`config.mk`:
```
export PLATFORM = sky130hd
export DESIGN_NAME = tlb_ctrl
export DESIGN_NICKNAME = d
export VERILOG_FILES = /design/src/rtl/tlb_ctrl.sv
export SDC_FILE = /design/constraint.sdc
export NUM_CORES = 1
export LEC_CHECK = 0
export CAP_MARGIN = 10
export CORE_AREA = 2 2 169 171
export CTS_CLUSTER_SIZE = 25
export DETAILED_ROUTE_END_ITERATION = 7
export DIE_AREA = 0 0 171 173
export MAX_ROUTING_LAYER = met4
export PLACE_DENSITY = 0.7
export SYNTH_ARGS = -nofsm -noshare
export SYNTH_HDL_FRONTEND = slang
export SYNTH_SLANG_ARGS = --single-unit
```
`constraint.sdc`:
```
create_clock -name clk -period 1.75 [get_ports clk]
set_input_delay 0.4375 -clock clk [delete_from_list [all_inputs] [get_ports clk]]
set_output_delay 0.4375 -clock clk [all_outputs]
set_load 0.02 [all_outputs]
```
`src/rtl/tlb_ctrl.sv`:
```
// tlb_ctrl: sequences TLBP/TLBR/TLBWI/TLBWR against an external TLB and maintains the Random register
module tlb_ctrl #(
  parameter int TLBNUM = 8
) (
  input  logic        clk,
  input  logic        reset,
  input  logic        cmd_valid,
  input  logic [1:0]  cmd_op,
  output logic        cmd_ready,
  input  logic [26:0] cp0_entryhi,
  input  logic [25:0] cp0_entrylo0,
  input  logic [25:0] cp0_entrylo1,
  input  logic [15:0] cp0_pagemask,
  input  logic [2:0]  cp0_index,
  input  logic [2:0]  cp0_wired,
  output logic [18:0] tlb_s_vpn2,
  output logic [7:0]  tlb_s_asid,
  input  logic        tlb_s_found,
  input  logic [2:0]  tlb_s_index,
  output logic        tlb_we,
  output logic [2:0]  tlb_w_index,
  output logic [93:0] tlb_w_entry,
  output logic [2:0]  tlb_r_index,
  input  logic [93:0] tlb_r_entry,
  output logic        done_valid,
  output logic [1:0]  done_op,
  output logic        p_miss,
  output logic [2:0]  p_index,
  output logic [26:0] rd_entryhi,
  output logic [25:0] rd_entrylo0,
  output logic [25:0] rd_entrylo1,
  output logic [15:0] rd_pagemask,
  output logic [2:0]  random
);
  typedef enum logic [1:0] {IDLE, EXEC, DONE} state_t;
  localparam logic [1:0] OP_P = 2'b00, OP_R = 2'b01, OP_WR = 2'b11;
  localparam logic [2:0] TOP = 3'(TLBNUM - 1);
  state_t      r_state, w_next;
  logic [1:0]  r_op;
  logic [26:0] r_hi;
  logic [25:0] r_lo0, r_lo1;
  logic [15:0] r_mask;
  logic [2:0]  r_idx, r_random;
  logic        w_accept;
  assign w_accept    = cmd_valid && cmd_ready;
  assign tlb_s_vpn2  = r_hi[26:8];
  assign tlb_s_asid  = r_hi[7:0];
  assign tlb_w_index = r_idx;
  assign tlb_r_index = r_idx;
  assign tlb_w_entry = {r_hi, r_lo0[0] & r_lo1[0], r_lo0[25:1], r_lo1[25:1], r_mask};
  assign done_op     = r_op;
  assign random      = r_random;
  // state register
  always_ff @(posedge clk) r_state <= reset ? IDLE : w_next;
  // next state and strobes; reset masks strobes so an aborted command has no visible effect
  always_comb begin
    w_next     = (r_state == IDLE) ? (cmd_valid ? EXEC : IDLE) : (r_state == EXEC) ? DONE : IDLE;
    cmd_ready  = r_state == IDLE;
    tlb_we     = r_state == EXEC && r_op[1] && !reset;
    done_valid = r_state == DONE && !reset;
  end
  // capture command and CP0 operands at acceptance
  always_ff @(posedge clk) begin
    if (reset) begin
      r_op   <= '0;
      r_hi   <= '0;
      r_lo0  <= '0;
      r_lo1  <= '0;
      r_mask <= '0;
      r_idx  <= '0;
    end else if (w_accept) begin
      r_op   <= cmd_op;
      r_hi   <= cp0_entryhi;
      r_lo0  <= cp0_entrylo0;
      r_lo1  <= cp0_entrylo1;
      r_mask <= cp0_pagemask;
      r_idx  <= (cmd_op == OP_WR) ? r_random : cp0_index;
    end
  end
  // probe and read results, held until the next command of the same kind
  always_ff @(posedge clk) begin
    if (reset) begin
      p_miss      <= 1'b0;
      p_index     <= '0;
      rd_entryhi  <= '0;
      rd_entrylo0 <= '0;
      rd_entrylo1 <= '0;
      rd_pagemask <= '0;
    end else if (r_state == EXEC) begin
      if (r_op == OP_P) begin
        p_miss  <= ~tlb_s_found;
        p_index <= tlb_s_found ? tlb_s_index : 3'd0;
      end
      if (r_op == OP_R) begin
        rd_entryhi  <= tlb_r_entry[93:67];
        rd_entrylo0 <= {tlb_r_entry[65:41], tlb_r_entry[66]};
        rd_entrylo1 <= {tlb_r_entry[40:16], tlb_r_entry[66]};
        rd_pagemask <= tlb_r_entry[15:0];
      end
    end
  end
  // Random counts down and wraps to the top once it reaches the wired boundary
  always_ff @(posedge clk) r_random <= (reset || r_random <= cp0_wired) ? TOP : r_random - 3'd1;
endmodule

```
==> results of run 1 <==
## flip-flops by register name, indices dropped and copies added (netlist names), 3 cells and up
| signal | flops |
|---|---|
| r_hi | 27 |
| rd_entryhi | 27 |
| rd_pagemask | 16 |
| tlb_r_index | 3 |
| p_index | 3 |
| r_lo1 | 26 |
| rd_entrylo0 | 26 |
| r_lo0 | 26 |
| random | 3 |
| rd_entrylo1 | 25 |
| r_mask | 16 |
## kinds of logic (layout without fill, tap and decap cells)
group                    Yosys count  after routing  synth area share
buffers and inverters            152            525            0.1232
flip-flops                       203            203            0.5253
AO/OA/AOI/OAI                    200            200            0.1313
AND/OR/NAND/NOR                  417            417            0.2125
adder cells (fa/ha/maj)            4              4          0.006470
XOR/XNOR                           1              1          0.001132
other                              0              2                 0
## per-stage QoR
step / hold WS [ns] / setup TNS [ns]
finish: 0.1213 / -0.04199
global route: 0.09463 / -0.1436
CTS: 0.08206 / -0.08229
detailed placement: 0.4429 / -11.62
global placement: 0.4403 / -9.665
floorplan: 0.4317 / 0
## area by class of cell
cell class,instances,area (um^2)
fillers,2824,14940
repair buffers,477,4554
flip-flops and latches,203,4073
multi-input cells,622,2775
clock buffers,31,678.2
well taps,378,473.0
clock inverters,12,108.9
inverters,5,18.77
diodes,2,5.005
## worst paths after layout
path / end / cells after the start / slack, ns
setup reg to reg: p_index[0] / 4 / 0.17
hold / removal: r_state[1] / 2 / 0.12
setup / recovery: tlb_we / 3 / -0.04
hold reg to reg: rd_entrylo0[22] / 2 / 0.45
## metal layers
metal | wire length [um] | share of wire | GRT usage
met3 | 2474 | 0.096 | 0.05081
met1 | 10150 | 0.39 | 0.1821
met4 | 839 | 0.032 | 0.06356
met5 | 0 | 0 | -
met2 | 12420 | 0.48 | 0.2927
## cells in the final DEF (no fill, tap or decap), drive strengths merged
cell type      count
clkbuf            32
and4bb             1
and2               2
bufinv             1
a21oi            194
a31oi              1
xor2               1
clkinv             4
nor4b              1
dlygate4sd2      220
o21ai              1
clkdlybuf4s50    202
nand2            389
or4b               1
dfxtp            203
inv                8
clkinvlp           4
or3b               1
nor2               9
a211oi             1
a311oi             3
nand4bb            1
nor3b              3
clkdlybuf4s15     10
diode              2
nand3              7
nand4b             2
buf               44
ha                 4
## repair_timing
action | 4_1_cts | 5_1_grt
endpoints found under the setup margin | 234 | 8
gates resized for setup | 265 | 12
buffers inserted | 0 | 0
pin swaps | 2 | 1
## Yosys cell counts, types with 2 or more instances
library cell / number
buf_6: 3
clkbuf_1: 32
buf_2: 24
ha_1: 4
and2_1: 2
a21oi_1: 194
nor2_1: 9
a311oi_1: 3
dfxtp_1: 203
inv_1: 5
nand3_1: 7
nand2_1: 389
buf_4: 88
nor3b_1: 2
nand4b_1: 2
## power by group through the flow
stage | clock network, mW | registers (mW) | logic, mW
floorplan | 0 | 5.12 | 0.740
global placement | 0 | 5.01 | 1.80
detailed placement | 0 | 5.02 | 1.82
CTS | 5.05 | 4.91 | 1.68
global route | 5.21 | 4.93 | 1.80
finish | 4.91 | 4.91 | 1.67
## critical path, delay by kind of cell, from the launching register on
family / cells / cell delay (ns)
buffers and inverters: 1 / 0.11
DFF: 1 / 0.36
and+or+nand+nor: 2 / 0.38
==> metrics.csv, run 1 <==
stage;metric;value;unit
run_status;status;finished, violations left;
run_status;violations;setup timing;
drt;vias_per_cell;4.355;
layout;finish.instance_area;12690;um^2
setup_path;startpoint_type;register;
yosys;synthTopCellsByArea;dfxtp_1 (53%), nand2_1 (19%), a21oi_1 (13%);
placed_design;place.gp.congestion;0.7986;
setup_path;worst-setup-path-type;register to output port;
floorplan;design.core.area;27630;um^2
placed_design;place_hpwl;18850;um
floorplan;rows;61;
placed_design;dp_cells;1685;
setup_path;required;1.31;ns
yosys;ys_seq_area_frac;0.5253;
layout;syn_to_final_growth;63.98;%
power_and_ir_drop;swShare;0.2560;
timing;fmax;558.0;MHz
power_and_ir_drop;power_frac_clock;0.427;
floorplan;die_area;29580;um^2
drt;num_vias;7534;
clocking;cts_tree;done;
placed_design;place_area;12130;um^2
yosys;yosysWarnings;0;
setup_path;crit_slowest_cell;dfxtp_4;
drt;detail_route.wl_per_cell;14.96;um
power_and_ir_drop;p_comb_frac;0.146;
layout;drive_gt1_frac;0.07556;
setup_path;cp.arrival;1.35;ns
run;maxCapViolCount;0;
timing;worst_pin_slew;0.6143;ns
drt;drt_wl_total;25880;um
setup_path;slowest_delay;0.36;ns
setup_path;cp-startpoint;r_state[0];
timing;period_needed;1.792;ns
yosys;ys_async_sr_fraction;0;
placed_design;place_ws;-0.2564;ns
yosys;ys_seq_elements;203;
global_routing;grt_pass1_vias;7495;
setup_path;cp-end-kind;output port;
global_routing;antenna_found_initial;2;
timing;maxSlewViolCount;0;
floorplan;io_pins;438;
layout;fin_nets;1541;
yosys;syn_avg_cell_area;7.918;um^2
clocking;clk_latency;0.51;ns
global_routing;grt-ovfl-total;0;
drt;drc;0;
setup_path;regToRegStartpoint;done_op[1];
clocking;cts-root-buf;clkbuf_16;
yosys;synth_top_area_share;0.5253;
power_and_ir_drop;p_int;8.548;mW
global_routing;grt_max_degree;119;
yosys;synth_fp_nets;1185;
power_and_ir_drop;power.total;11.49;mW
yosys;yosys.cell_types.count;25;
setup_path;crit_path_cell_trace;nor3b_4 > and2_4 > buf_6;
yosys;ys.flop_type;dfxtp_1;
power_and_ir_drop;leakagePower;5.593;nW
yosys;synthCells;977;
clocking;path_clk_slew;0.06;ns
drt;dr.pass1.iters;4;
drt;drt_iter0_markers;312;
layout;fin_cells;1730;
yosys;synth_largest_area_cell;dfxtp_1;
floorplan;die_h;173;um
placed_design;io_buffers;437;
setup_path;path_max_fanout;3;
power_and_ir_drop;p_seq_frac;0.428;
timing;rsz0062_at_grt;yes;
clocking;numCtsBuffers;24;
global_routing;grt_usage;0.1697;
floorplan;start_util;0.2800;
clocking;postCtsHoldBufs;0;
min_path;hp-class;input port to register;
timing;setup_ws;-0.04199;ns
yosys;synth_edf_count;0;
power_and_ir_drop;cellPowerDensity;905.7;nW/um^2
timing;max_slew_margin;0.5904;
timing;hold_violations;0;
global_routing;grt_pass1_wl;39310;um
clocking;ctsLongestPathBuffers;3;
power_and_ir_drop;ir_drop;0.7868;mV
drt;detail-route-antenna-nets;0;
clocking;htree_levels;1;
timing;post-route-period-util;1.024;
yosys;netlist_area;7736;um^2
timing;setup_viol;1;
layout;fin_util;0.4592;
clocking;clock_sinks;203;
timing;clock-skew-final;0.01646;ns
min_path;hold_start;reset;
floorplan;die_w;171;um
power_and_ir_drop;p_sw;2.942;mW
No activity file was read; power rests on OpenSTA's default activity.
==> inputs of run 2 (changes only) <==
--- a/config.mk
+++ b/config.mk
@@ -5,7 +5,6 @@
 export SDC_FILE = /design/constraint.sdc
 export NUM_CORES = 1
 export LEC_CHECK = 0
-export CAP_MARGIN = 10
 export CORE_AREA = 2 2 169 171
 export CTS_CLUSTER_SIZE = 25
 export DETAILED_ROUTE_END_ITERATION = 7
==> results of run 2 <==
Final layout, timing and power as in run 1 (identical DEF).
==> inputs of run 3 (changes only) <==
--- a/config.mk
+++ b/config.mk
@@ -5,6 +5,7 @@
 export SDC_FILE = /design/constraint.sdc
 export NUM_CORES = 1
 export LEC_CHECK = 0
+export ABC_CLOCK_PERIOD_IN_PS = 1750
 export CORE_AREA = 2 2 169 171
 export CTS_CLUSTER_SIZE = 25
 export DETAILED_ROUTE_END_ITERATION = 7
==> results of run 3 <==
Final layout, timing and power as in run 1 (identical DEF).
